**src/rtl/dff_pipe_en.sv**
```systemverilog
// Stallable, flushable WIDTH x DEPTH register pipeline with per-stage valid bits,
// valid/ready handshakes on both ends and bubble collapsing toward the output.
module dff_pipe_en #(
  parameter int                WIDTH     = 8,
  parameter int                DEPTH     = 4,
  parameter logic [WIDTH-1:0]  RESET_VAL = {WIDTH{1'b0}},
  parameter int                OCC_W     = $clog2(DEPTH+1)
) (
  input  logic             Clk,
  input  logic             reset,
  input  logic             clk_en,
  input  logic             flush,
  input  logic             in_valid,
  output logic             in_ready,
  input  logic [WIDTH-1:0] Din,
  output logic             out_valid,
  input  logic             out_ready,
  output logic [WIDTH-1:0] Qo,
  output logic [OCC_W-1:0] occupancy
);

  // Handshake: a beat transfers on a rising edge only when valid and ready are
  // both high in that cycle with clk_en=1 and flush=0; valid never waits on ready.

  logic [DEPTH-1:0][WIDTH-1:0] d_q, d_d;
  logic [DEPTH-1:0]            v_q, v_d;
  logic [OCC_W-1:0]            occ_q, occ_d;
  logic [DEPTH-1:0]            rdy;
  logic                        advance;
  logic                        in_fire;
  logic                        out_fire;
  logic                        rdy_acc;

  // rdy[i]: stage i is empty or its occupant moves on this edge.
  always_comb begin
    rdy_acc = out_ready;
    rdy     = '0;
    for (int i = DEPTH-1; i >= 0; i--) begin
      rdy_acc = rdy_acc | ~v_q[i];
      rdy[i]  = rdy_acc;
    end
  end

  always_comb begin
    advance  = clk_en & ~flush;
    in_ready = advance & rdy[0];
    in_fire  = in_valid & in_ready;
    out_fire = advance & v_q[DEPTH-1] & out_ready;
  end

  always_comb begin
    d_d   = d_q;
    v_d   = v_q;
    occ_d = occ_q;
    if (clk_en && flush) begin
      d_d   = {DEPTH{RESET_VAL}};
      v_d   = '0;
      occ_d = '0;
    end else if (advance) begin
      for (int i = DEPTH-1; i > 0; i--) begin
        if (rdy[i]) begin
          d_d[i] = d_q[i-1];
          v_d[i] = v_q[i-1];
        end
      end
      if (rdy[0]) begin
        d_d[0] = Din;
        v_d[0] = in_fire;
      end
      if (in_fire && !out_fire) begin
        occ_d = occ_q + OCC_W'(1);
      end else if (out_fire && !in_fire) begin
        occ_d = occ_q - OCC_W'(1);
      end
    end
  end

  always_ff @(posedge Clk or negedge reset) begin
    if (!reset) begin
      d_q   <= {DEPTH{RESET_VAL}};
      v_q   <= '0;
      occ_q <= '0;
    end else begin
      d_q   <= d_d;
      v_q   <= v_d;
      occ_q <= occ_d;
    end
  end

  assign out_valid = v_q[DEPTH-1];
  assign Qo        = d_q[DEPTH-1];
  assign occupancy = occ_q;

endmodule
```
**config.mk**
```make
export PLATFORM = sky130hd
export DESIGN_NAME = dff_pipe_en
export DESIGN_NICKNAME = d
export VERILOG_FILES = /design/src/rtl/dff_pipe_en.sv
export SDC_FILE = /design/constraint.sdc
export NUM_CORES = 1
export LEC_CHECK = 0
export BUFFER_PORTS_ARGS = -buffer_cell sky130_fd_sc_hd__buf_2
export CORE_MARGIN = 1.5
export CORE_UTILIZATION = 60
export DETAILED_ROUTE_END_ITERATION = 6
export GPL_TIMING_DRIVEN = 1
export HOLD_SLACK_MARGIN = 0.12
export PLACE_DENSITY = 0.85
export SLEW_MARGIN = 0
export SYNTH_ARGS = -nofsm -noshare
export SYNTH_HDL_FRONTEND = slang
export SYNTH_SLANG_ARGS = --single-unit
```
**constraint.sdc**
```tcl
create_clock -name Clk -period 3.75 [get_ports Clk]
set_clock_uncertainty 0.2 [all_clocks]
set_input_delay 1.125 -clock Clk [delete_from_list [all_inputs] [get_ports Clk]]
set_output_delay 1.125 -clock Clk [all_outputs]
set_load 0.03 [all_outputs]
```
# Yosys cells after proc, flatten, opt, wreduce, memory -nomap -nowiden
# Cells that the tools add are included.
[word_totals]
register_bits = 39
input_bits = 14
out_inout_bits = 13
elab_cells = 57
[classes]
add_sub_neg = 2
mux = 16
bitwise = 14
n_reduce_logical = 16
[ops]
columns = ["op", "n"]
rows = [
  ["two-way mux 32 bit", 2],
  ["two-way mux 8 bit", 4],
  ["two-way mux 3 bit", 4],
  ["AND reduction 2 bit", 5],
  ["nonzero test 2 bit", 5],
  ["two-way mux 4 bit", 2],
  ["AND 1 bit", 5],
  ["inverter 1 bit", 5],
  ["two-way mux 1 bit", 4],
  ["OR 1 bit", 4],
  ["adder 3 x 1 -> 3 bit, second input constant", 1],
  ["logical AND 1 bit", 3],
  ["nonzero test 3 bit", 1],
  ["subtractor 3 x 1 -> 3 bit, second input constant", 1],
  ["zero test 1 bit", 2],
]

# Depth between registers and ports, before layout
# Gate-level depths: netlist of the first run.
[logic_depth]
depth_word = 13
depth_mapped = 10
depth_no_buf = 9

# Worst setup path after synthesis of the first run
# Ideal clock, no wire load.
[synth_path]
path_type = "input-to-output"
from = "input port out_ready"
to = "output port in_ready"
t_arrival_ns = 1.823
t_required_ns = 2.425
slack_ns = 0.602
cell_stages = 4
path_buffers = 1
path_cell_list = "and2b_1 > and2_1 > buf_6 > nor2_4"
[synth_between]
elab_chain_cells = 5
[synth_rtl]
columns = ["element", "line", "text"]
rows = [
  ["start, declared", "17", "input logic out_ready,"],
  ["OR 1 bit (4 in a row)", "39", "rdy_acc = rdy_acc | ~v_q[i];"],
  ["AND 1 bit", "46", "in_ready = advance & rdy[0];"],
  ["end, declared", "14", "output logic in_ready,"],
]
# No other way between the ends.

# Final worst setup path of the first run
# Same ends and word-level chain as after synthesis.

==> reports/results.txt, run 1 <==
Grt ovf: 0
Total power: 871.7 µW
Placed cells: 207
Post-CTS Setup Bufs: 0
Multi-input gate area: 739.5 µm²
Layout Area Growth over Synthesis: 8.108%
Crit start category: primary input
N_diodes: 0
Critical Path Max Stage Delay: 370 ps
Synth top area share: 52.70%
Critical path peak fanout: 9
Initial Util: 64.91%
Peak supply drop: 0.0003179 V
Hold-fix buffers at CTS: 0
Post-synth top cells: 39 x dfrtp_1, 18 x nand2_1, 16 x a22oi_1
Tcrit/Tclk final: 91.27%
Die area: 3429 µm²
CP Cell Sequence: buf_2 -> and2b_1 -> and2_1 -> nor2_4 -> buf_2
WL per Instance: 17.06 µm
Vias: 1,375
Core Util, Final: 70.18%
Final Hold Fails: 0
H-tree Lvls: 2
Final min period: 3423 ps
Global-route wire length before repair: 6.016 mm
Root Driver: clkbuf_4
RePlAce Congestion: 0.7698
# resized after CTS: 0
CP max stage cell: and2_1
F_max: 0.2922 GHz
Seq/Total Area, Yosys: 52.70%
DRT antenna net count: 0
Netlist Area Pre-Place: 1852 µm²
CP dominant cell by count: buf_2
Synth Warn #: 0
Fin cells: 215
Setup CP Type: primary input to output port
Global Route Usage Sum: 24.02%
Die Y: 58.56 µm
Net count after synthesis: 178
Area taken by flip-flops and latches: 975.9 µm²
CP Data Arrival Time: 2100 ps
Largest area contributor in the netlist: dfrtp_1
Layout cell share with drive strength beyond 1: 24.46%
Netlist cell types: 35
Final setup vio count: 0
Count leader, synth: dfrtp_1
Status: completed
Setup repair after global routing missed its margin: false
Max_slew headroom: 44.42%
Number of global-route vias before repair: 1,249
Design area: 2002 µm²
Clk sinks: 39
CTS tree: built
Post-Route WL: 3.668 mm
Placement Cell Area: 1929 µm²
Drt initial violations: 85
Critical Path Sink Type: output port
Max-cap violation count: 0
Largest cells by area after synthesis: dfrtp_1 53%, a22oi_1 6.5%, a22o_1 5.7%
CTS Buffer Depth: 2
I/O pin count: 27
Hold Path Class: flip-flop to flip-flop
CTS buffer count: 5
Slew Limit Fails: 0
Worst Max-Slew Pin Slew: 833.6 ps
Remaining DRCs: 0
CP required: 2420 ps
Cells after Synth: 163
Final setup TNS: 0 ps
DRT Pass-1 Iters: 4
Cell Pwr Density: 435.4 nW/µm²
Synth Flop Type: dfrtp_1
Fillers: 218
Final #Nets: 198
EDFF count, synth: 0
Syn_area_per_cell: 11.36 µm²
DP Wirelength: 2.550 mm
Core ar.: 2853 µm²
Pleak: 0.9128 nW
Synth Register Bits: 39
Clk pin slew, worst setup/hold paths: 120 ps
Largest net degree at the start of global routing: 40
Cell Rows: 19
Skew-Pair Late Insertion Delay: 360 ps
I/O Buffers: 26
Width of the die: 58.56 µm
Fraction of registers with async set/reset: 100.0%
Vias/cell: 6.395
Antenna violations before repair: 0
critical path: cells and delay by family:
kind,cells,cell delay (ps)
simple gates,3,650
buf+inv,2,320
cell type report:
| type | instances | area share (%) |
|---|---|---|
| repair buffers | 29 | 7.625 |
| clock buffers | 7 | 3.250 |
| flip-flops and latches | 39 | 48.75 |
| well taps | 31 | 1.938 |
| multi-input cells | 102 | 36.94 |
| clock inverters | 1 | 0.3750 |
| inverters | 6 | 1.125 |
cells by family after synthesis:
kind of cell	after synthesis	share of synthesized area, %
adders and majority gates	1	1.081
AOI/OAI and AO/OA	64	28.04
and+or+nand+nor	37	10.81
buffers and inverters	22	7.364
DFF	39	52.70
per-stage QoR:
step	worst slack, ps	hold slack (ps)
floorplan	601.8	248.1
global placement	375.0	262.9
detailed placement	338.1	268.8
CTS	331.4	296.0
global route	283.1	317.0
finish	327.2	293.4
power breakdown:
part / switching, mW / internal, mW / total, mW
clock: 0.142 / 0.110 / 0.251
sequential: 0.0286 / 0.452 / 0.480
combinational: 0.0890 / 0.0510 / 0.140
total: 0.259 / 0.612 / 0.872
cells in the final DEF, fill, tap and decap left out, types with 2 or more instances in the layout:
cell	instances
o2bb2ai_1	12
clkbuf_8	2
buf_2	26
a22o_1	12
nand2b_1	5
dfrtp_1	39
nor2_4	2
nor2_1	2
nor2b_1	2
inv_1	5
o31ai_1	4
buf_4	3
nand2_1	18
a22oi_1	16
clkbuf_4	5
o22ai_1	5
o21ai_0	7
nand3b_1	2
worst paths after layout:
| check | to | slack, ps | cells after the start | start |
|---|---|---|---|---|
| max in group asynchronous | v_q[3]$_DFFE_PN0P_ | 2160 | 1 | reset |
| min | d_q[8]$_DFFE_PN0P_ | 290 | 2 | d_q[8]$_DFFE_PN0P_ |
| max reg2reg | occupancy[2]$_DFFE_PN0P_ | 1260 | 8 | v_q[2]$_DFFE_PN0P_ |
| min in group asynchronous | d_q[19]$_DFFE_PN0P_ | 660 | 1 | reset |
| max | in_ready | 330 | 5 | out_ready |
| min reg2reg | d_q[8]$_DFFE_PN0P_ | 290 | 2 | d_q[8]$_DFFE_PN0P_ |
per-layer routing:
| metal | vias to the layer above | part of all wire [%] | GRT usage [%] |
|---|---|---|---|
| met5 | - | 0 | 0 |
| met4 | 0 | 1.4 | 7.973 |
| met3 | 7 | 4.7 | 8.352 |
| met2 | 37 | 50 | 36.60 |
| met1 | 691 | 44 | 32.39 |
| li1 | 640 | - | - |
registers in the layout, summed over array words and instances (netlist names):
signal	cells
d_q	24
occupancy	3
Qo	8
v_q	4
(Power assumes the default switching activity.)
==> run 2, diff against run 1 <==
--- a/config.mk
+++ b/config.mk
@@ -5,6 +5,7 @@
 export SDC_FILE = /design/constraint.sdc
 export NUM_CORES = 1
 export LEC_CHECK = 0
+export ABC_AREA = 1
 export BUFFER_PORTS_ARGS = -buffer_cell sky130_fd_sc_hd__buf_2
 export CORE_MARGIN = 1.5
 export CORE_UTILIZATION = 60
==> run 2 against run 1 <==
  * The run now ends with DRC left
  * Synthesized cell count is 8.6% higher
  * Wire length is 12% lower
  * Hold slack better by 37 ps
  * Sequential power hardly changed
  * Die area is 1.3% lower
  * Count of clock-buffer cells in the layout is 1 lower
  * Critical path type unchanged
==> reports/results.txt, run 2 <==
I/O pin count: 27 (unchanged)
Compound-Gate Fraction of Synth Area: 15.42% (-13 points)
I/O Buffers: 26 (unchanged)
Worst setup startpoint: clk_en
CP required: 2420 ps (about the same)
Fin cells: 231 (+7.4%)
Initial Util: 64.53% (-0.38 points)
Crit start category: primary input
Fillers: 233 (+6.9%)
Leading cell type in the layout, fill and taps excluded: dfrtp_1
Layout cell share with drive strength beyond 1: 32.00% (+7.5 points)
Tcrit/Tclk final: 90.38% (-0.89 points)
Antenna violations before repair: 0 (unchanged)
Final Hold Fails: 0 (unchanged)
Final setup TNS: 0 ps (unchanged)
Cell Rows: 19 (unchanged)
Worst setup margin: 360.7 ps (+33.43 ps)
Reg-to-reg slack, setup: 1750 ps (+490 ps)
Slew Limit Fails: 0 (unchanged)
Largest cells by area after synthesis: dfrtp_1 53%, o22ai_1 6.2%, inv_1 6.0%
Pleak: 0.9721 nW (+6.5%)
Mux cell area share after synthesis: 0% (unchanged)
# resized after CTS: 0 (unchanged)
Reg with most FFs: d_q
Die Y: 58.16 µm (-0.67%)
Violated checks: DRC
Worst slack, placed: 357.9 ps (+19.85 ps)
Synth Warn #: 0 (unchanged)
N_diodes: 0 (unchanged)
CP Data Arrival Time: 2060 ps (-40 ps)
XOR/XNOR share of the synthesized area: 0.4798% (+0.48 points)
Vias: 1,249 (-9.2%)
Clk sinks: 39 (unchanged)
Critical Path Sink Type: output port
Count leader, synth: dfrtp_1
Post-Route WL: 3.221 mm (-12%)
Core Util, Final: 69.84% (-0.34 points)
Global-route wire length before repair: 5.761 mm (-4.2%)
Cells after Synth: 177 (+8.6%)
Die area: 3383 µm² (-1.3%)
Remaining DRCs: 1 (+1)
Worst Max-Slew Pin Slew: 829.9 ps (-3.694 ps)
Largest area contributor in the netlist: dfrtp_1
Syn_area_per_cell: 10.31 µm² (-9.2%)
Final #Nets: 215 (+8.6%)
Max_slew headroom: 44.67% (+0.25 points)
Layout Area Growth over Synthesis: 8.225%
WL per Instance: 13.94 µm (-18%)
Synth Register Bits: 39 (unchanged)
Setup repair after global routing missed its margin: false
Grt ovf: 0 (unchanged)
Total power: 859.5 µW (-1.4%)
Largest net degree at the start of global routing: 40 (unchanged)
Netlist cell types: 24 (-31%)
Hold-fix buffers at CTS: 0 (unchanged)
Net count after synthesis: 192 (+7.9%)
Hold Slack: 330.9 ps (+37.44 ps)
Width of the die: 58.16 µm (-0.67%)
Commonest non-fill, non-tap cells in the layout: 39 x dfrtp_1, 29 x inv_1, 26 x buf_2
Synth top area share: 53.46% (+0.76 points)
Post-synth top cells: 39 x dfrtp_1, 29 x inv_1, 20 x nand2_1
Cell Pwr Density: 435.0 nW/µm² (about the same)
Synth Flop Type: dfrtp_1
Design area: 1976 µm² (-1.3%)
Final setup vio count: 0 (unchanged)
Global Route Usage Sum: 23.07% (-0.95 points)
Placement Cell Area: 1919 µm² (-0.52%)
Clk pin slew, worst setup/hold paths: 100 ps (-20 ps)
Status: finished, violations left
Setup CP Type: primary input to output port
Drt initial violations: 61 (-28%)
Fraction of registers with async set/reset: 100.0% (unchanged)
DP Wirelength: 2.325 mm (-8.8%)
Vias/cell: 5.407 (-15%)
Largest family of logic cells by synthesized area: simple AND/OR/NAND/NOR gates
CTS Buffer Depth: 2 (unchanged)
Area taken by flip-flops and latches: 975.9 µm² (unchanged)
EDFF count, synth: 0 (unchanged)
Number of global-route vias before repair: 1,238 (-0.88%)
Critical path peak fanout: 15 (+6)
Seq/Total Area, Yosys: 53.46% (+0.76 points)
Skew-Pair Late Insertion Delay: 340 ps (-20 ps)
DRT Pass-1 Iters: 6 (+2)
Simple-gate portion of the synthesized area: 18.64% (+7.8 points)
Post-CTS Setup Bufs: 0 (unchanged)
Max-cap violation count: 0 (unchanged)
Netlist Area Pre-Place: 1826 µm² (-1.4%)
F_max: 0.2950 GHz (+0.99%)
CTS buffer count: 5 (unchanged)
Reg-to-reg critical path startpoint: v_q[3]$_DFFE_PN0P_
Root Driver: clkbuf_4
Peak supply drop: 0.0003050 V (-4.1%)
Multi-input gate area: 650.6 µm² (-12%)
Adder-cell share of the synthesized area: 1.097% (+0.016 points)
Hold Path Origin: d_q[12]$_DFFE_PN0P_
Final min period: 3389 ps (-33.43 ps)
H-tree Lvls: 2 (unchanged)
RePlAce Congestion: 0.8086 (+5.0%)
DRT antenna net count: 0 (unchanged)
Placed cells: 224 (+8.2%)
Hold Path Class: flip-flop to flip-flop
CTS tree: built
Core ar.: 2829 µm² (-0.83%)
Max reg flops: 24 (unchanged)
## run 2: metal layers
| metal | GRT usage, % | share of wire (%) |
|---|---|---|
| met1 | 31.49 | 47 |
| met2 | 35.55 | 47 |
| met3 | 6.027 | 4.2 |
| met4 | 8.970 | 1.7 |
| met5 | 0 | 0 |
## run 2: final cells by class
type,count,share of cell area [%]
clock buffer,6,2.597
clock inverter,1,0.2533
inverter,33,6.270
multi-input combinational,95,32.93
sequential,39,49.40
tap,31,1.963
timing repair buffer,26,6.586
## run 2: kinds of logic (layout without fill, tap and decap cells)
kind of cell	count (synthesis)	count (layout)
and+or+nand+nor	52	52
buffers and inverters	43	66
AOI/OAI and AO/OA	41	41
DFF	39	39
adders and majority gates	1	1
xor gates and xnor gates	1	1
## run 2: report_power, final
group	internal, mW	switching [mW]	total [mW]	leakage (nW)
Clock	0.0869	0.127	0.214	0.0341
Sequential	0.455	0.0256	0.481	0.523
Combinational	0.0542	0.110	0.165	0.415
Total	0.596	0.263	0.859	0.972
## run 2: worst paths after layout
kind	cells after the start	endpoint
setup reg to reg	10	occupancy[2]$_DFFE_PN0P_
hold reg to reg	2	d_q[12]$_DFFE_PN0P_
max in group asynchronous	1	d_q[13]$_DFFE_PN0P_
hold / removal	2	d_q[12]$_DFFE_PN0P_
setup / recovery	6	in_ready
min in group asynchronous	1	Qo[3]$_DFFE_PN0P_
## run 2: critical path: stages
cell and delay [ps]:
buf_2 100, inv_2 140, nor2_4 230, nand2_1 100, inv_1 140, buf_2 230
==> run 3, diff against run 2 <==
--- a/config.mk
+++ b/config.mk
@@ -13,6 +13,7 @@
 export GPL_TIMING_DRIVEN = 1
 export HOLD_SLACK_MARGIN = 0.12
 export PLACE_DENSITY = 0.85
+export RECOVER_POWER = 50
 export SLEW_MARGIN = 0
 export SYNTH_ARGS = -nofsm -noshare
 export SYNTH_HDL_FRONTEND = slang
==> run 3 against run 2 <==
  * The run ends with DRC, capacitance limit, slew limit left
  * Register-to-register slack improved by 30 ps
  * Via count is 0.32% lower
  * Die area stayed put
  * Wire length shrank 0.93%
  * Worst setup slack improved by 20 ps
  * Design area shrank 1.4%
  * Global-route usage did not move
  * Clock power hardly changed
  * Final cell count did not move
  * First-iteration DRC count rose by 4.9%
  * Hold slack worse by 4.8 ps
  * Count of clock-buffer cells in the layout unchanged
  * Largest cell class unchanged
==> reports/results.txt, run 3 (synthesis gave the netlist of run 2 again) <==
Core ar.: 2829 µm² (unchanged)
RePlAce Congestion: 0.8086 (unchanged)
Grt ovf: 0 (unchanged)
DP Wirelength: 2.325 mm (unchanged)
Root Driver: clkbuf_4
Cell Pwr Density: 440.2 nW/µm² (+1.2%)
Max reg flops: 24 (unchanged)
CP Cell Sequence: buf_2 -> inv_2 -> nor2_4 -> nand2_1 -> inv_1 -> buf_2
Clk pin slew, worst setup/hold paths: 90 ps (about the same)
CP required: 2420 ps (about the same)
Commonest non-fill, non-tap cells in the layout: 39 x dfrtp_1, 30 x inv_1, 24 x buf_2
CP bufs+invs: 4 (unchanged)
Final min period: 3370 ps (-19.71 ps)
Worst Max-Slew Pin Slew: 1981 ps (+1151 ps)
I/O Buffers: 26 (unchanged)
Critical Path Sink Type: output port
Setup CP Type: primary input to output port
Setup repair after global routing missed its margin: false
Cell Rows: 19 (unchanged)
Critical path peak fanout: 15 (unchanged)
I/O pin count: 27 (unchanged)
Vias: 1,245 (-0.32%)
Post-Route WL: 3.191 mm (-0.93%)
Layout Area Growth over Synthesis: 6.717%
Vias/cell: 5.390 (-0.32%)
Reg with most FFs: d_q
Number of global-route vias before repair: 1,238 (unchanged)
Die area: 3383 µm² (unchanged)
H-tree Lvls: 2 (unchanged)
Final setup vio count: 0 (unchanged)
Crit start category: primary input
Global Route Usage Sum: 23.07% (unchanged)
Final #Nets: 215 (unchanged)
CTS buffer count: 5 (unchanged)
Layout cell share with drive strength beyond 1: 29.00% (-3.0 points)
Final setup TNS: 0 ps (unchanged)
# resized after CTS: 0 (unchanged)
CP max stage cell: buf_2
Leading cell type in the layout, fill and taps excluded: dfrtp_1
Remaining DRCs: 1 (unchanged)
Max-cap violation count: 1 (+1)
Antenna violations before repair: 0 (unchanged)
CTS Buffer Depth: 2 (unchanged)
Global-route wire length before repair: 5.761 mm (unchanged)
Max_slew headroom: -32.09% (-77 points)
Pleak: 0.9663 nW (-0.60%)
Largest net degree at the start of global routing: 40 (unchanged)
Skew-Pair Late Insertion Delay: 340 ps (about the same)
Final Hold Fails: 0 (unchanged)
Hold-fix buffers at CTS: 0 (unchanged)
Top delay family on crit path: buffers and inverters
DRT antenna net count: 0 (unchanged)
Peak supply drop: 0.0003080 V (+0.98%)
CP Data Arrival Time: 2040 ps (-20 ps)
Hold Path Class: flip-flop to flip-flop
Critical Path Max Stage Delay: 230 ps (about the same)
F_max: 0.2968 GHz (+0.58%)
Violated checks: DRC, capacitance limit, slew limit
Total power: 857.5 µW (-0.23%)
Drt initial violations: 64 (+4.9%)
Status: finished, violations left
Tcrit/Tclk final: 89.86% (-0.53 points)
Clk sinks: 39 (unchanged)
Initial Util: 64.53% (unchanged)
Slew Limit Fails: 40 (+40)
N_diodes: 0 (unchanged)
Width of the die: 58.16 µm (unchanged)
Die Y: 58.16 µm (unchanged)
WL per Instance: 13.81 µm (-0.93%)
CP dominant cell by count: buf_2
DRT Pass-1 Iters: 6 (unchanged)
Post-CTS Setup Bufs: 0 (unchanged)
CTS tree: built
[run 3: cell count changes in the layout (fill, tap and decap cells not counted), sizes merged]
cell and change:
clkbuf +2, buf -2
[run 3: final timing paths]
| check | slack, ps | cells past startpoint | end | startpoint |
|---|---|---|---|---|
| worst max-delay path | 380 | 6 | in_ready | clk_en |
| worst min-delay path | 330 | 2 | d_q[4]$_DFFE_PN0P_ | d_q[4]$_DFFE_PN0P_ |
| worst max register to register | 1780 | 10 | occupancy[2]$_DFFE_PN0P_ | v_q[3]$_DFFE_PN0P_ |
| worst min register to register | 330 | 2 | d_q[4]$_DFFE_PN0P_ | d_q[4]$_DFFE_PN0P_ |
| max in group asynchronous | 1080 | 1 | d_q[4]$_DFFE_PN0P_ | reset |
| min in group asynchronous | 1120 | 1 | Qo[3]$_DFFE_PN0P_ | reset |
[run 3: area by class of cell]
class	instances	area (µm²)
Tap cell	31	38.79
Clock inverter	1	5.005
Multi-Input combinational cell	95	625.6
Sequential cell	39	975.9
Fill cell	233	880.8
Timing Repair Buffer	26	127.6
Inverter	33	123.9
Clock buffer	6	51.30
[run 3: worst reg2reg max path, cell delays in order, from the launching register on]
cell and delay [ps]:
dfrtp_1 410, inv_2 110, nor2_8 50, nand4_4 90, nand4_4 140, fa_1 410, xor2_1 210, nor2_1 70
nor2_1 90, nand3_1 80, nand2_1 60
[run 3: stage by stage]
| stage | cells | area (µm²) | utilization [%] | worst slack, ps | hold slack [ps] |
|---|---|---|---|---|---|
| 2_1_floorplan | 177 | 1826 | - | 726.2 | 259.0 |
| 3_3_place_gp | 224 | 1919 | 67.85 | 410.5 | 284.7 |
| 3_5_place_dp | 224 | 1919 | 67.85 | 357.9 | 298.8 |
| 4_1_cts | 231 | 1976 | 69.84 | 350.6 | 323.2 |
| 5_1_grt | 231 | 1948 | 68.86 | 302.5 | 354.9 |
| 6_report | 231 | 1948 | 68.86 | 380.4 | 326.0 |
[run 3: per-layer routing]
layer | GRT usage (%) | part of all wire (%)
met1 | 31.49 | 45
met2 | 35.55 | 48
met3 | 6.027 | 4.7
met4 | 8.970 | 1.7
met5 | 0 | 0
[run 3: where the power goes]
part | switching (mW) | internal (mW)
clock network | 0.129 | 0.0869
registers | 0.0250 | 0.455
logic | 0.109 | 0.0531
total | 0.263 | 0.595
